`config.mk`:
```
export PLATFORM = sky130hd
export DESIGN_NAME = io_port_bridge
export DESIGN_NICKNAME = d
export VERILOG_FILES = /design/src/rtl/io_port_bridge.sv
export SDC_FILE = /design/constraint.sdc
export NUM_CORES = 1
export LEC_CHECK = 0
export CAP_MARGIN = 10
export CORE_ASPECT_RATIO = 1.1
export CORE_MARGIN = 8
export CORE_UTILIZATION = 40
export CTS_CLUSTER_DIAMETER = 30
export DETAILED_ROUTE_END_ITERATION = 8
export PLACE_DENSITY = 0.71
export REMOVE_ABC_BUFFERS = 1
export SKIP_LAST_GASP = 1
export SLEW_MARGIN = 30
export SYNTH_ARGS = -nofsm -noshare
export SYNTH_HDL_FRONTEND = slang
export SYNTH_SLANG_ARGS = --single-unit
```
`constraint.sdc`:
```
create_clock -name clk -period 3.35 [get_ports clk]
set_input_delay 0.335 -clock clk [delete_from_list [all_inputs] [get_ports clk]]
set_output_delay 0.335 -clock clk [all_outputs]
set_load 0.1 [all_outputs]
```
`src/rtl/io_port_bridge.sv`:
```
// External-side endpoint of the processor IN/OUT port interface: RX FIFO feeding in_port_data,
// TX FIFO draining OUT writes over valid/ready, and an RX-pending interrupt request FSM.
module io_port_bridge #(
    parameter int DATA_W   = 16,
    parameter int RX_DEPTH = 4,
    parameter int TX_DEPTH = 4,
    parameter bit INT_EN   = 1'b1
) (
    input  logic              clk,
    input  logic              reset,
    input  logic [DATA_W-1:0] out_port_data,
    input  logic              port_wr,
    output logic [DATA_W-1:0] in_port_data,
    input  logic              port_rd,
    output logic              int_req,
    input  logic              int_ack,
    output logic              tx_full,
    input  logic [DATA_W-1:0] ext_in_data,
    input  logic              ext_in_valid,
    output logic              ext_in_ready,
    output logic [DATA_W-1:0] ext_out_data,
    output logic              ext_out_valid,
    input  logic              ext_out_ready,
    output logic [1:0]        err_flags
);

    localparam int RX_AW = $clog2(RX_DEPTH);
    localparam int TX_AW = $clog2(TX_DEPTH);
    localparam logic [RX_AW:0]   RX_FULL    = (RX_AW + 1)'(RX_DEPTH);
    localparam logic [TX_AW:0]   TX_FULL    = (TX_AW + 1)'(TX_DEPTH);
    localparam logic [RX_AW-1:0] RX_PTR_ONE = RX_AW'(1);
    localparam logic [TX_AW-1:0] TX_PTR_ONE = TX_AW'(1);
    localparam logic [RX_AW:0]   RX_CNT_ONE = (RX_AW + 1)'(1);
    localparam logic [TX_AW:0]   TX_CNT_ONE = (TX_AW + 1)'(1);

    typedef enum logic [1:0] {
        INT_IDLE    = 2'd0,
        INT_REQ     = 2'd1,
        INT_SERVICE = 2'd2
    } int_state_t;

    logic [DATA_W-1:0] r_rxMem [RX_DEPTH];
    logic [RX_AW-1:0]  r_rxWp;
    logic [RX_AW-1:0]  r_rxRp;
    logic [RX_AW:0]    r_rxCount;
    logic [DATA_W-1:0] r_txMem [TX_DEPTH];
    logic [TX_AW-1:0]  r_txWp;
    logic [TX_AW-1:0]  r_txRp;
    logic [TX_AW:0]    r_txCount;
    logic [1:0]        r_errFlags;
    int_state_t        r_intState;
    int_state_t        w_intNext;
    logic              r_intReq;

    logic w_rxEmpty, w_txEmpty;
    logic w_rxPush, w_rxPop, w_txPush, w_txPop;

    assign w_rxEmpty     = (r_rxCount == '0);
    assign w_txEmpty     = (r_txCount == '0);
    assign ext_in_ready  = (r_rxCount != RX_FULL);
    assign tx_full       = (r_txCount == TX_FULL);
    assign ext_out_valid = !w_txEmpty;
    assign w_rxPush      = ext_in_valid && ext_in_ready;
    assign w_rxPop       = port_rd && !w_rxEmpty;
    assign w_txPush      = port_wr && !tx_full;
    assign w_txPop       = ext_out_valid && ext_out_ready;

    assign in_port_data  = w_rxEmpty ? '0 : r_rxMem[r_rxRp];
    assign ext_out_data  = w_txEmpty ? '0 : r_txMem[r_txRp];
    assign err_flags     = r_errFlags;
    assign int_req       = r_intReq;

    // Storage is never reset; stale words are masked by the counts.
    always_ff @(posedge clk) begin
        if (w_rxPush) r_rxMem[r_rxWp] <= ext_in_data;
        if (w_txPush) r_txMem[r_txWp] <= out_port_data;
    end

    always_ff @(posedge clk or posedge reset) begin
        if (reset) begin
            r_rxWp     <= '0;
            r_rxRp     <= '0;
            r_rxCount  <= '0;
            r_txWp     <= '0;
            r_txRp     <= '0;
            r_txCount  <= '0;
            r_errFlags <= '0;
        end else begin
            if (w_rxPush) r_rxWp <= r_rxWp + RX_PTR_ONE;
            if (w_rxPop)  r_rxRp <= r_rxRp + RX_PTR_ONE;
            if (w_rxPush && !w_rxPop)      r_rxCount <= r_rxCount + RX_CNT_ONE;
            else if (!w_rxPush && w_rxPop) r_rxCount <= r_rxCount - RX_CNT_ONE;

            if (w_txPush) r_txWp <= r_txWp + TX_PTR_ONE;
            if (w_txPop)  r_txRp <= r_txRp + TX_PTR_ONE;
            if (w_txPush && !w_txPop)      r_txCount <= r_txCount + TX_CNT_ONE;
            else if (!w_txPush && w_txPop) r_txCount <= r_txCount - TX_CNT_ONE;

            // Overflow is judged on the registered count, so a same-cycle pop cannot rescue the word.
            r_errFlags <= r_errFlags | {port_wr && tx_full, port_rd && w_rxEmpty};
        end
    end

    always_ff @(posedge clk or posedge reset) begin
        if (reset) begin
            r_intState <= INT_IDLE;
            r_intReq   <= 1'b0;
        end else begin
            r_intState <= w_intNext;
            r_intReq   <= (w_intNext == INT_REQ);
        end
    end

    // Request is level-held until acknowledged; a new request needs the FIFO to drain first.
    always_comb begin
        w_intNext = r_intState;
        case (r_intState)
            INT_IDLE:    if (!w_rxEmpty) w_intNext = INT_REQ;
            INT_REQ:     if (int_ack)    w_intNext = INT_SERVICE;
            INT_SERVICE: if (w_rxEmpty)  w_intNext = INT_IDLE;
            default:                     w_intNext = INT_IDLE;
        endcase
        if (!INT_EN) w_intNext = INT_IDLE;
    end

endmodule

```
======== Word-level counts from Yosys, hierarchy flattened ========
Memories as Yosys holds them, arrays and structs flattened.
Index checks and enable logic that the tools add are counted.
storage, ports and cells
  bits in read-only memories .............. 0
  register bits after elaboration ......... 19
  memories ................................ 2
  output and inout port bits .............. 38
  bits in latches ......................... 0
  memory bits (writable) .................. 128
cells by class
  multipliers ............................. 0
  reductions and logical operators ........ 22
  div/mod/pow operators ................... 0
  equality and inequality tests ........... 5
  bitwise gates (word level) .............. 1
  add/sub/neg operators ................... 8
  shifts and indexed selects .............. 0
  order comparisons ....................... 0
  muxes and demuxes ....................... 14
memories
  memory   depth  bits a word  rd ports  clocked after Yosys merged registers in  write ports  RTL line  text
  r_rxMem  4      16           1         0                                        1            42        logic [DATA_W-1:0] r_rxMem [RX_DEPTH];
  r_txMem  4      16           1         0                                        1            46        logic [DATA_W-1:0] r_txMem [TX_DEPTH];
operator list
  kind                                                                 count
  16-bit two-way mux                                                   2
  3-bit two-way mux                                                    4
  1-bit logical AND                                                    10
  2-bit by 1-bit adder with 2-bit output (second input constant)       4
  1-bit zero test                                                      7
  3-bit by 1-bit adder with 3-bit output (second input constant)       2
  3-bit zero test                                                      2
  2-bit two-way mux                                                    3
  2-bit one-hot mux with 3 select lines                                1
  3-bit by 1-bit subtractor with 3-bit output (second input constant)  2
  2-bit by 1-bit == test with 1-bit output (second input constant)     2
  1-bit two-way mux                                                    4
  2-bit nonzero test                                                   2
  3-bit == test (second input constant)                                1
  3-bit != test (second input constant)                                1
  2-bit == test (second input constant)                                1
  2-bit zero test                                                      1
  2-bit OR                                                             1

======== Logic depth before layout (Yosys ltp) ========
Gate-level depths: netlist of run 1.
  word-level depth ........................ 7
  depth in mapped cells ................... 9
  depth with buffers taken out ............ 8

======== Worst setup path after synthesis of run 1 ========
No wires, ideal clock.
  path type ............................... register -> register
  from .................................... register r_txCount[0]
  to ...................................... register r_txCount[1]
  arrival ................................. 2,922 ps
  period minus slack after synthesis ...... 3,047 ps
  stages on the path, launching flop included .. 8
  path buffers ............................ 1
  setup slack ............................. 303 ps
  required time ........................... 3,225 ps
  cells stage by stage .................... dfrtp_1 nor3b_2 nor2b_1 buf_2 ha_1 inv_1 fa_1 mux2_2
on the way
  cells in the longest elaborated chain, start to end .. 6
RTL lines
  element                       RTL line  text
  start: declaration            49        logic [TX_AW:0] r_txCount;
  start signal: assignment      96        if (w_txPush && !w_txPop) r_txCount <= r_txCount + TX_CNT_ONE;
  start signal: assignment      97        else if (!w_txPush && w_txPop) r_txCount <= r_txCount - TX_CNT_ONE;
  3-bit == test (*)             61        assign tx_full = (r_txCount == TX_FULL);
  net tx_full                   17        output logic tx_full,
  1-bit zero test (*)           65        assign w_txPush = port_wr && !tx_full;
  1-bit logical AND (*)         65
  net w_txPush                  56        logic w_rxPush, w_rxPop, w_txPush, w_txPop;
  1-bit zero test               97
  1-bit logical AND             97
  2-bit nonzero test (no line)  n/a
The timed path passes the listed nets; every way through them passes the cells marked *. The select of a mux whose other input is x is not followed.
A chain may end at the register's enable or synchronous reset.

======== Worst setup path after layout of run 1 ========
  from .................................... register r_txCount[0]
  to ...................................... output ext_out_valid
on the way
  cells in the longest elaborated chain, start to end .. 2
RTL lines
  element           RTL line  text
  3-bit zero test   59        assign w_txEmpty = (r_txCount == '0);
  1-bit zero test   62        assign ext_out_valid = !w_txEmpty;
  end: declaration  22        output logic ext_out_valid,
Every way passes these cells.

==> flow_metrics.py, run 1 <==
metrics = {
    "worst_hold_path": {
        "hold_path.class": "in -> async",
    },
    "flow_run": {
        "cap_viol_max_count": 0,
    },
    "worst_setup_path": {
        "end_kind": "output port",
        "critical_path_arrival_ns": 2.42,
        "critPathRequiredTime_ns": 3.01,
        "critical_path.max_fanout": 19,
        "start_kind": "flip-flop",
        "path_class": "reg -> out",
    },
    "routing": {
        "drc": 0,
        "wl_per_cell_um": 18.2,
        "via_per_inst": 4.93,
        "drtPass1Iterations": 4,
        "drt_wl_total_um": 10600,
        "drt_first_iter_violations": 156,
        "vias": 2881,
        "ant_nets": 0,
    },
    "sta": {
        "min_period_ns": 2.76,
        "hold_viol": 0,
        "tightest_slew_ns": 0.974,
        "slew_headroom_pct": 34.9,
        "fmax_ghz": 0.363,
        "finalClockSkew_ns": 0.0106,
        "setup_tns_ns": 0,
        "setup_viol": 0,
        "rsz0062_at_grt": "false",
        "fin_crit_sh_pct": 82.3,
        "final_max_slew_viol_count": 0,
    },
    "floorplanning": {
        "io_pins": 77,
        "num_rows": 46,
        "start_util_pct": 41.0,
        "core_area_um2": 14400,
        "dieArea_um2": 19000,
        "die_w_um": 132,
        "die_y_um": 144,
    },
    "place": {
        "dp_hpwl_um": 6810,
        "gp_congestion": 0.701,
        "portBuffers": 76,
    },
    "status": {
        "status": "finished, final reports clean",
    },
    "layout": {
        "antenna_cells": 0,
        "multi_input_comb_area_um2": 1480,
        "drive_above_1_share_pct": 23.5,
        "num-fill-cells": 1174,
        "nets": 430,
        "register_area_um2": 4320,
        "areaGrowthSynthToFinish_pct": 24.3,
    },
    "clock_network": {
        "clk_latency_ns": 0.41,
        "clkSinkCount": 147,
        "cts.path.max_buffers": 2,
        "root_buffer": "clkbuf_16",
        "htree_levels": 4,
        "cts_setup_buffers": 0,
        "cts_tree": "yes",
        "post_cts_resized": 0,
        "cts_hold_buf": 0,
        "clk_pin_slew_worst_paths_ns": 0.06,
        "cts_buffers": 17,
    },
    "synth": {
        "avgSynthCellArea_um2": 20.5,
        "ys_warn_count": 0,
        "synth-seq-cells": 147,
        "syn_inst": 289,
        "ys_seq_area_share_pct": 72.9,
        "syn-cell-area_um2": 5930,
        "synth_cell_type_count": 29,
    },
    "global_routing": {
        "grt_pass1_wl_um": 16800,
        "grt_usage_pct": 11.9,
        "grt_pass1_vias": 3186,
        "antenna_found_initial": 0,
        "grt_start_max_net_pins": 20,
        "grt-ovfl-total": 0,
    },
}
[critical path, stage by stage, from the launching register on]
cell	delay, ns
dfrtp_1	0.44
or3_1	0.38
buf_4	0.20
clkdlybuf4s50_1	0.98
[metrics by stage]
step | util, % | hold WS [ns] | cells | setup slack, ns | cell area, um^2
floorplan | - | 0.286 | 276 | 0.147 | 5820
global placement | 47.1 | 0.442 | 552 | 0.932 | 6800
detailed placement | 47.1 | 0.443 | 552 | 0.794 | 6800
CTS | 51.0 | 0.375 | 584 | 0.528 | 7370
global route | 51.0 | 0.417 | 584 | 0.466 | 7370
finish | 51.0 | 0.358 | 584 | 0.593 | 7370
[path summary, 6_finish.rpt]
path / start / to / slack (ns) / depth (start not counted)
max reg2reg: r_rxCount[1]$_DFFE_PP0P_ / r_rxCount[2]$_DFFE_PP0P_ / 0.83 / 8
min in group clk: err_flags[0]$_DFF_PP0_ / err_flags[0]$_DFF_PP0_ / 0.45 / 1
min reg2reg: err_flags[0]$_DFF_PP0_ / err_flags[0]$_DFF_PP0_ / 0.45 / 1
max: r_txCount[0]$_DFFE_PP0P_ / ext_out_valid / 0.59 / 3
min: reset / err_flags[1]$_DFF_PP0_ / 0.36 / 2
max in group asynchronous: reset / r_rxWp[1]$_DFFE_PP0P_ / 2.52 / 2
[layout by cell type (no fill, tap or decap)]
| master | synthesis | final |
|---|---|---|
| nand2b_1 | 1 | 1 |
| a21o_1 | 2 | 2 |
| xnor2_1 | 8 | 8 |
| mux4_2 | 16 | 16 |
| o22ai_1 | 1 | 1 |
| nand2_1 | 4 | 4 |
| nor3b_2 | 1 | 1 |
| inv_6 | 0 | 1 |
| dfrtp_1 | 19 | 19 |
| ha_1 | 10 | 10 |
| xor2_1 | 4 | 4 |
| nand3_1 | 2 | 2 |
| edfxtp_1 | 128 | 128 |
| clkinvlp_4 | 0 | 4 |
| nor2b_1 | 1 | 1 |
| clkbuf_1 | 2 | 2 |
| clkdlybuf4s50_1 | 0 | 42 |
| clkbuf_16 | 0 | 17 |
| clkinv_4 | 0 | 2 |
| mux4_1 | 16 | 16 |
| a21boi_2 | 1 | 1 |
| nor3_1 | 1 | 1 |
| a211oi_1 | 2 | 2 |
| mux2_2 | 3 | 3 |
| and2_1 | 40 | 40 |
| inv_1 | 7 | 7 |
| or3_1 | 2 | 2 |
| fa_1 | 2 | 2 |
| nor2_1 | 4 | 4 |
| buf_4 | 0 | 42 |
| mux2_1 | 1 | 1 |
| clkinv_2 | 0 | 3 |
| bufinv_16 | 0 | 2 |
| clkinv_1 | 0 | 1 |
[flip-flops by register name, summed over array words and instances, names as in the netlist]
| signal | count |
|---|---|
| r_rxWp | 2 |
| r_txMem | 64 |
| r_txWp | 2 |
| r_rxMem | 64 |
| r_rxRp | 2 |
| r_intState | 2 |
| r_txCount | 3 |
| r_rxCount | 3 |
| r_txRp | 2 |
| int_req | 1 |
| err_flags | 2 |
[cells by family (layout without fill, tap and decap cells)]
| logic type | after synthesis | in the layout | synth area share [%] |
|---|---|---|---|
| adder cells (fa/ha/maj) | 12 | 12 | 2.79 |
| buffers and inverters | 20 | 123 | 2.22 |
| flip-flops | 147 | 147 | 72.9 |
| XOR/XNOR | 12 | 12 | 1.77 |
| AND/OR/NAND/NOR | 56 | 56 | 5.62 |
| AO/OA/AOI/OAI | 6 | 6 | 0.802 |
| multiplexers | 36 | 36 | 13.9 |
[per-layer routing]
layer	GRT usage [%]	vias up	routed length, um	part of all wire [%]
li1	-	1319	-	-
met1	12.8	1473	4400	41
met2	21.0	79	5550	52
met3	4.43	10	568	5.3
met4	4.72	0	111	1.0
met5	0	-	0	0
[cell type report]
type / instances / share of cell area (%)
multi-input cells: 122 / 20.0
repair buffers: 84 / 9.99
well taps: 192 / 3.26
clock buffers: 19 / 5.88
clock inverters: 13 / 1.83
flip-flops and latches: 147 / 58.6
inverters: 7 / 0.357
[Yosys cell counts (all sizes together)]
library cell,count,area share (%)
edfxtp,128,65
and2,40,4.2
mux4,32,13
dfrtp,19,8.0
buf,10,1.6
ha,10,2.1
xnor2,8,1.2
inv,7,0.44
mux2,4,0.76
nand2,4,0.25
nor2,4,0.25
xor2,4,0.59
clkbuf,3,0.21
a211oi,2,0.25
a21o,2,0.25
fa,2,0.68
nand3,2,0.17
or3,2,0.21
a21boi,1,0.19
nand2b,1,0.11
nor2b,1,0.11
nor3,1,0.084
nor3b,1,0.21
o22ai,1,0.11
Power of run 1 is not shown: default switching activity piles up to over one toggle a cycle in this logic, so the estimate is an artifact.
==> run 2, diff against run 1 <==
PLACE_DENSITY = 0.73   (was 0.71)
clock period = 2.47 ns   (was 3.35 ns; I/O delays follow)
==> flow_metrics.py, run 2 (same netlist as run 1, synthesis figures left out) <==
metrics = {
    "clock_network": {
        "cts.path.max_buffers": 2,
        "post_cts_resized": 0,
        "htree_levels": 4,
        "clk_latency_ns": 0.41,
        "clk_pin_slew_worst_paths_ns": 0.06,
        "cts_tree": "yes",
        "cts_hold_buf": 0,
        "clkSinkCount": 147,
        "cts_buffers": 17,
        "cts_setup_buffers": 0,
        "root_buffer": "clkbuf_16",
    },
    "layout": {
        "antenna_cells": 0,
        "final_cell_mix": "edfxtp_1, and2_1, clkdlybuf4s50_1, buf_12, buf_4",
        "final_common_cell": "edfxtp_1",
        "areaGrowthSynthToFinish_pct": 31.8,
        "top_regs": "r_rxMem (64), r_txMem (64)",
        "drive_above_1_share_pct": 25.8,
        "nets": 437,
    },
    "global_routing": {
        "met3_usage_pct": 4.19,
        "antenna_found_initial": 0,
        "grt_usage_pct": 12.0,
        "grt_start_max_net_pins": 20,
        "grt_util_met1_pct": 13.2,
        "grt_use_met2_pct": 20.5,
        "busiest_layer": "met2",
        "grt_pass1_wl_um": 17000,
        "grt-ovfl-total": 0,
        "grt_pass1_vias": 3169,
    },
    "sta": {
        "final_max_slew_viol_count": 0,
        "hold_viol": 0,
        "tightest_slew_ns": 0.734,
        "min_period_ns": 2.28,
        "rsz0062_at_grt": "false",
        "fmax_ghz": 0.439,
        "finalWorstSetupSlack_ns": 0.191,
        "fin_crit_sh_pct": 92.3,
        "finalClockSkew_ns": 0.00453,
        "slew_headroom_pct": 51.0,
        "setup_viol": 0,
    },
    "floorplanning": {
        "num_rows": 46,
        "die_y_um": 144,
        "core_area_um2": 14400,
        "die_w_um": 132,
        "start_util_pct": 41.0,
        "io_pins": 77,
        "dieArea_um2": 19000,
    },
    "routing": {
        "drt_first_iter_violations": 136,
        "drt_wl_total_um": 10700,
        "via_per_inst": 4.90,
        "drtPass1Iterations": 4,
        "ant_nets": 0,
        "wl_per_cell_um": 18.1,
        "vias": 2897,
        "drc": 0,
    },
    "worst_setup_path": {
        "path_class": "reg -> out",
        "start_kind": "flip-flop",
        "critPathRequiredTime_ns": 2.22,
        "cp_slowest_stage_delay_ns": 0.59,
        "end_kind": "output port",
        "crit_cells": 4,
        "critical_path.max_fanout": 18,
        "critical_path.top_delay_family": "multiplexers",
        "reg2reg_depth": 8,
        "timing.rr.start": "r_txCount[0]$_DFFE_PP0P_",
        "reg2reg_slack_ns": 0.28,
        "timing.rr.end": "r_txCount[2]$_DFFE_PP0P_",
        "critical_path_arrival_ns": 2.03,
        "crit_slowest_cell": "mux4_1",
        "worstPathCellList": "buf_4 -> mux4_1 -> and2_1 -> buf_12",
        "path_buf_inv": 2,
    },
    "place": {
        "portBuffers": 76,
        "dp_hpwl_um": 6970,
        "place_ws_ns": 0.192,
        "gp_congestion": 0.708,
    },
    "worst_hold_path": {
        "hold_path.class": "in -> async",
    },
    "flow_run": {
        "cap_viol_max_count": 0,
    },
    "status": {
        "status": "finished, final reports clean",
    },
}
## run 2: how the worst max path moves through the flow
| stage | end | slack (ns) | from |
|---|---|---|---|
| final | in_port_data[1] | 0.19 | r_rxRp[0]$_DFFE_PP0P_ |
| after global routing | in_port_data[1] | 0.1 | r_rxRp[0]$_DFFE_PP0P_ |
| after global placement | r_rxCount[2]$_DFFE_PP0P_ | 0.35 | ext_in_valid |
| after CTS | in_port_data[1] | 0.15 | r_rxRp[0]$_DFFE_PP0P_ |
| after detailed placement | r_rxCount[2]$_DFFE_PP0P_ | 0.19 | ext_in_valid |
| after floorplan | r_txCount[1]$_DFFE_PP0P_ | -0.73 | r_txCount[0]$_DFFE_PP0P_ |
## run 2: layout make-up
cell class                 instances  area, um^2
fill                            1104        6640
sequential                       147        4320
multi-input combinational        122        1480
timing repair buffer              91        1180
clock buffer                      18         429
tap                              192         240
clock inverter                    14         139
inverter                           7        26.3
## run 2: stage by stage
step / area, um^2 / util (%) / TNS (ns) / hold slack, ns / cells
finish: 7810 / 54.1 / 0 / 0.257 / 591
floorplan: 5820 / - / -22.67 / 0.198 / 276
global route: 7810 / 54.1 / 0 / 0.357 / 591
CTS: 7810 / 54.1 / 0 / 0.266 / 591
global placement: 7240 / 50.1 / 0 / 0.443 / 559
detailed placement: 7240 / 50.1 / 0 / 0.451 / 559
## run 2: metal layers
metal	vias up	wire [um]	share of wire, %
li1	1325	-	-
met1	1469	4510	42
met2	87	5370	50
met3	16	598	5.6
met4	0	187	1.8
met5	-	0	0
Power of run 2 is left out for the same reason.
==> RTL change 1: new RTL, flow settings as in run 2 <==
The parameter `INT_EN` goes from 1'b1 to 1'b0.
--- a/src/rtl/io_port_bridge.sv
+++ b/src/rtl/io_port_bridge.sv
@@ -4,7 +4,7 @@
     parameter int DATA_W   = 16,
     parameter int RX_DEPTH = 4,
     parameter int TX_DEPTH = 4,
-    parameter bit INT_EN   = 1'b1
+    parameter bit INT_EN   = 1'b0
 ) (
     input  logic              clk,
     input  logic              reset,
Formal check against the unedited RTL: not equivalent (Yosys sat finds a counterexample within 4 cycles, from zero or initial values and one cycle with reset high).
==> RTL change 1 against run 2 <==
  * Core utilization shrank 0.22 points
  * Count of clock-buffer cells in the layout shrank 1
  * Worst setup slack lost 0.033 ns
  * Sequential cell count shrank 3
  * Wire length grew 0.77%
  * Design area shrank 1.6%
  * Synthesized area shrank 2.2%
  * Critical path type unchanged
  * Highest routed layer unchanged
Power is left out: the tool's default activity adds up to more than one toggle a clock period on the data nets, which glitch-free logic cannot reach.
==> RTL change 1: results (changes against run 2) <==
GPL Wtd Cong -> 0.685 (-3.2%)
Synth top area cells -> edfxtp_1, mux4_2, dfrtp_1, mux4_1, and2_1
Worst reg2reg endpoint -> r_txCount[2]
Flop-to-flop setup slack -> 0.41 ns (+0.13 ns)
Post-CTS setup buffer count -> 0 (unchanged)
Slowest stage cell, crit path -> mux4_1
Clk slew on worst S/H paths -> 0.06 ns (about the same)
Hold/Removal Path Class -> primary input to asynchronous set/reset pin
Largest net degree at the start of global routing -> 19 (-5.0%)
Sequential element share of the synthesized area -> 0.732 (+0.00357)
Slew HR -> 0.573 (+0.0627)
I/O Buffers -> 74 (-2.6%)
Initial antenna violation count -> 0 (unchanged)
Clock Latency Late Sink -> 0.41 ns (about the same)
First-pass GRT wire length -> 17100 um (+0.32%)
Worst r2r src -> r_txCount[1]
Fill cells -> 1122 (+1.6%)
Clock Tree Buf Depth -> 2 (unchanged)
Crit-path max cell delay -> 0.63 ns (+0.04 ns)
CTS root buf -> clkbuf_16
EDFF count, synth -> 128 (unchanged)
YS warnings -> 0 (unchanged)
WL/cell -> 18.5 um (+2.3%)
Critical-path maximum fanout -> 18 (unchanged)
Top FF cell, synth -> edfxtp_1
WP data arrival -> 2.06 ns (+0.03 ns)
Worst Skew -> 0.00824 ns (+0.00371 ns)
Initial DRT Pass Iterations -> 4 (unchanged)
ANT cells -> 0 (unchanged)
Cell variety after synth -> 29 (unchanged)
Commonest cells in the netlist -> edfxtp_1, and2_1, mux4_2
Top delay family on crit path -> multiplexers
Status -> finished, final reports clean
# nets final -> 428 (-2.1%)
Total global-route track usage -> 0.125 (+0.00483)
Number of global-route vias before repair -> 3170 (+0.032%)
Layout cells sized above 1 -> 0.295 (+0.0367)
Post-CTS sizing -> 0 (unchanged)
H-tree lvl count -> 4 (unchanged)
Via count -> 2806 (-3.1%)
FFs w/ async S/R, synth -> 0.111 (-0.0181)
Worst reg2reg path depth -> 8 (unchanged)
First DRT Iteration DRCs -> 178 (+31%)
Biggest regs -> r_rxMem (64), r_txMem (64)
DP HPWL -> 7010 um (+0.55%)
Total CTS buffers -> 17 (unchanged)
[RTL change 1: how the worst max path moves through the flow]
stage          slack (ns)          from               to
3_3_place_gp         0.42       port_wr     r_txCount[2]
4_1_cts              0.11     r_txRp[0]  ext_out_data[5]
3_5_place_dp         0.36       port_wr     r_txCount[2]
5_1_grt              0.09     r_txRp[0]  ext_out_data[5]
6_report             0.16     r_txRp[0]  ext_out_data[5]
2_1_floorplan       -0.71  r_txCount[1]     r_txCount[1]
[RTL change 1: layout make-up]
cell class,count,share of cell area
Clock buffer,17,0.0554
Clock inverter,15,0.0199
Inverter,7,0.00342
Multi-Input combinational cell,117,0.186
Sequential cell,144,0.552
Tap cell,192,0.0313
Timing Repair Buffer,90,0.152
[RTL change 1: stage by stage]
| step | setup slack (ns) | hold slack, ns | cell area (um2) | std cells |
|---|---|---|---|---|
| 2_1_floorplan | -0.713 | 0.161 | 5700 | 268 |
| 3_3_place_gp | 0.416 | 0.441 | 7110 | 550 |
| 3_5_place_dp | 0.361 | 0.446 | 7110 | 550 |
| 4_1_cts | 0.108 | 0.234 | 7680 | 582 |
| 5_1_grt | 0.0882 | 0.307 | 7680 | 582 |
| 6_report | 0.158 | 0.215 | 7680 | 582 |
[RTL change 1: metal layers]
metal / wire, um / up-vias / global-route usage
li1: - / 1282 / -
met1: 4450 / 1435 / 0.142
met2: 5510 / 77 / 0.207
met3: 627 / 12 / 0.0431
met4: 167 / 0 / 0.0538
met5: 0 / - / 0
[RTL change 1: kinds of logic after synthesis]
group / share of synthesized area
DFF: 0.732
other: 0.000647
muxes: 0.137
and+or+nand+nor: 0.0570
AOI/OAI and AO/OA: 0.00453
buffers and inverters: 0.0216
xor gates and xnor gates: 0.0181
adders and majority gates: 0.0285
==> RTL change 2: new RTL, flow settings as in run 2 <==
Made on the original files. Encoding of `int_state_t`: now one-hot (3 bits for 3 states).
--- a/src/rtl/io_port_bridge.sv
+++ b/src/rtl/io_port_bridge.sv
@@ -33,10 +33,10 @@
     localparam logic [RX_AW:0]   RX_CNT_ONE = (RX_AW + 1)'(1);
     localparam logic [TX_AW:0]   TX_CNT_ONE = (TX_AW + 1)'(1);
 
-    typedef enum logic [1:0] {
-        INT_IDLE    = 2'd0,
-        INT_REQ     = 2'd1,
-        INT_SERVICE = 2'd2
+    typedef enum logic [2:0] {
+        INT_IDLE    = 3'b001,
+        INT_REQ     = 3'b010,
+        INT_SERVICE = 3'b100
     } int_state_t;
 
     logic [DATA_W-1:0] r_rxMem [RX_DEPTH];
Check against the original RTL: no difference found for any inputs over 4 cycles, from zero or initial values and one cycle with reset high; so few cycles prove little.
==> RTL change 2 against run 2 <==
  * Cell count rose by 2.0%
  * Register-to-register slack improved by 0.09 ns
  * Highest routed layer unchanged
  * Sequential cell count rose by 1
  * Largest cell class unchanged
  * Critical path type unchanged
  * Synthesized area rose by 1.1%
  * Wire length rose by 2.4%
  * Worst setup slack got worse by 0.066 ns
  * Design area rose by 1.7%
Power is not shown: default switching activity piles up to over one toggle a cycle in this logic, so the estimate is an artifact.
==> RTL change 2: results (changes against run 2) <==
Clock Tree Buf Depth -> 2 (unchanged)
ANT cells -> 0 (unchanged)
Max layer used -> met4
Adder-cell share of the synthesized area -> 0.0276 (-0.000308)
Sequential element share of the synthesized area -> 0.725 (-0.00368)
Mux contribution to synthesized area -> 0.138 (-0.00154)
First DRT Iteration DRCs -> 130 (-4.4%)
Routed met1 length -> 4580 um (+1.4%)
Initial antenna violation count -> 0 (unchanged)
Top FF cell, synth -> edfxtp_1
Cells after synthesis -> 296 (+2.4%)
Synth top area cells -> edfxtp_1, dfrtp_1, mux4_1, mux4_2, and2_1
Status -> finished, final reports clean
Post-CTS setup buffer count -> 0 (unchanged)
Met3 wire len -> 702 um (+17%)
Commonest cells in the netlist -> edfxtp_1, and2_1, dfrtp_1
Final Non-Filler Cells -> 603 (+2.0%)
DP HPWL -> 7160 um (+2.7%)
Cell variety after synth -> 32 (+10%)
Initial DRT Pass Iterations -> 4 (unchanged)
GPL Wtd Cong -> 0.701 (-0.99%)
Total CTS buffers -> 17 (unchanged)
Clock Latency Late Sink -> 0.41 ns (about the same)
Number of global-route vias before repair -> 3233 (+2.0%)
XOR/XNOR Fraction of Synth Area -> 0.0175 (-0.000196)
Layout cells sized above 1 -> 0.265 (+0.00721)
Fill cells -> 1155 (+4.6%)
Worst Skew -> 0.00842 ns (+0.00389 ns)
Routed Wire Length -> 10900 um (+2.4%)
I/O Buffers -> 76 (unchanged)
Average via count per standard cell -> 4.91 (+0.18%)
WL met2 -> 5560 um (+3.4%)
H-tree lvl count -> 4 (unchanged)
Biggest regs -> r_rxMem (64), r_txMem (64)
Post-CTS sizing -> 0 (unchanged)
Largest net degree at the start of global routing -> 22 (+10%)
First-pass GRT wire length -> 17600 um (+3.2%)
CTS root buf -> clkbuf_16
WP data arrival -> 2.10 ns (+0.07 ns)
EDFF count, synth -> 128 (unchanged)
FFs w/ async S/R, synth -> 0.135 (+0.00588)
Cells after DPL -> 571 (+2.1%)
Total global-route track usage -> 0.122 (+0.00246)
Slew HR -> 0.774 (+0.263)
# nets final -> 445 (+1.8%)
Clk slew on worst S/H paths -> 0.06 ns (about the same)
DR DRC count -> 0 (unchanged)
YS warnings -> 0 (unchanged)
Critical-path maximum fanout -> 18 (unchanged)
Hold/Removal Path Class -> primary input to asynchronous set/reset pin
Complex-gate fraction of the synthesized area -> 0.00877 (+0.000746)
[RTL change 2: cells by family after synthesis]
kind of cell	count (synthesis)
DFF	148
and+or+nand+nor	59
muxes	36
buffers and inverters	22
xor gates and xnor gates	12
adders and majority gates	12
AOI/OAI and AO/OA	7
[RTL change 2: final cells by class]
class | instances | share of cell area
Clock buffer | 17 | 0.0536
Clock inverter | 15 | 0.0244
Sequential cell | 148 | 0.547
Multi-Input combinational cell | 126 | 0.190
Timing Repair Buffer | 92 | 0.149
Tap cell | 196 | 0.0309
Inverter | 9 | 0.00425
[RTL change 2: path summary, 6_finish.rpt]
kind,start,to,slack (ns),cells past startpoint
max,r_rxRp[0],in_port_data[4],0.12,4
min,reset,r_rxRp[0],0.20,3
max reg2reg,r_txCount[0],r_txCount[2],0.37,8
min reg2reg,err_flags[1],err_flags[1],0.47,1
max in group asynchronous,reset,r_intState[0],1.97,3
min in group clk,port_wr,err_flags[1],0.45,2
[RTL change 2: per-layer routing]
layer	vias to the layer above	global-route usage
met5	-	0
met4	0	0.0449
met3	12	0.0528
met2	93	0.201
met1	1499	0.140
li1	1357	-
[RTL change 2: per-stage QoR]
stage / cell area, um2 / hold WS (ns) / setup slack, ns
after floorplan: 5890 / 0.210 / -0.733
after global placement: 7320 / 0.447 / 0.329
after detailed placement: 7320 / 0.458 / 0.251
after CTS: 7940 / 0.203 / 0.0735
after global routing: 7940 / 0.222 / 0.0336
final: 7940 / 0.198 / 0.125
[RTL change 2: worst max-delay path, cell delays in order (launching register included)]
cell and delay (ns):
dfrtp_1 0.33, buf_4 0.32, mux4_1 0.62, and2_1 0.22, buf_12 0.18
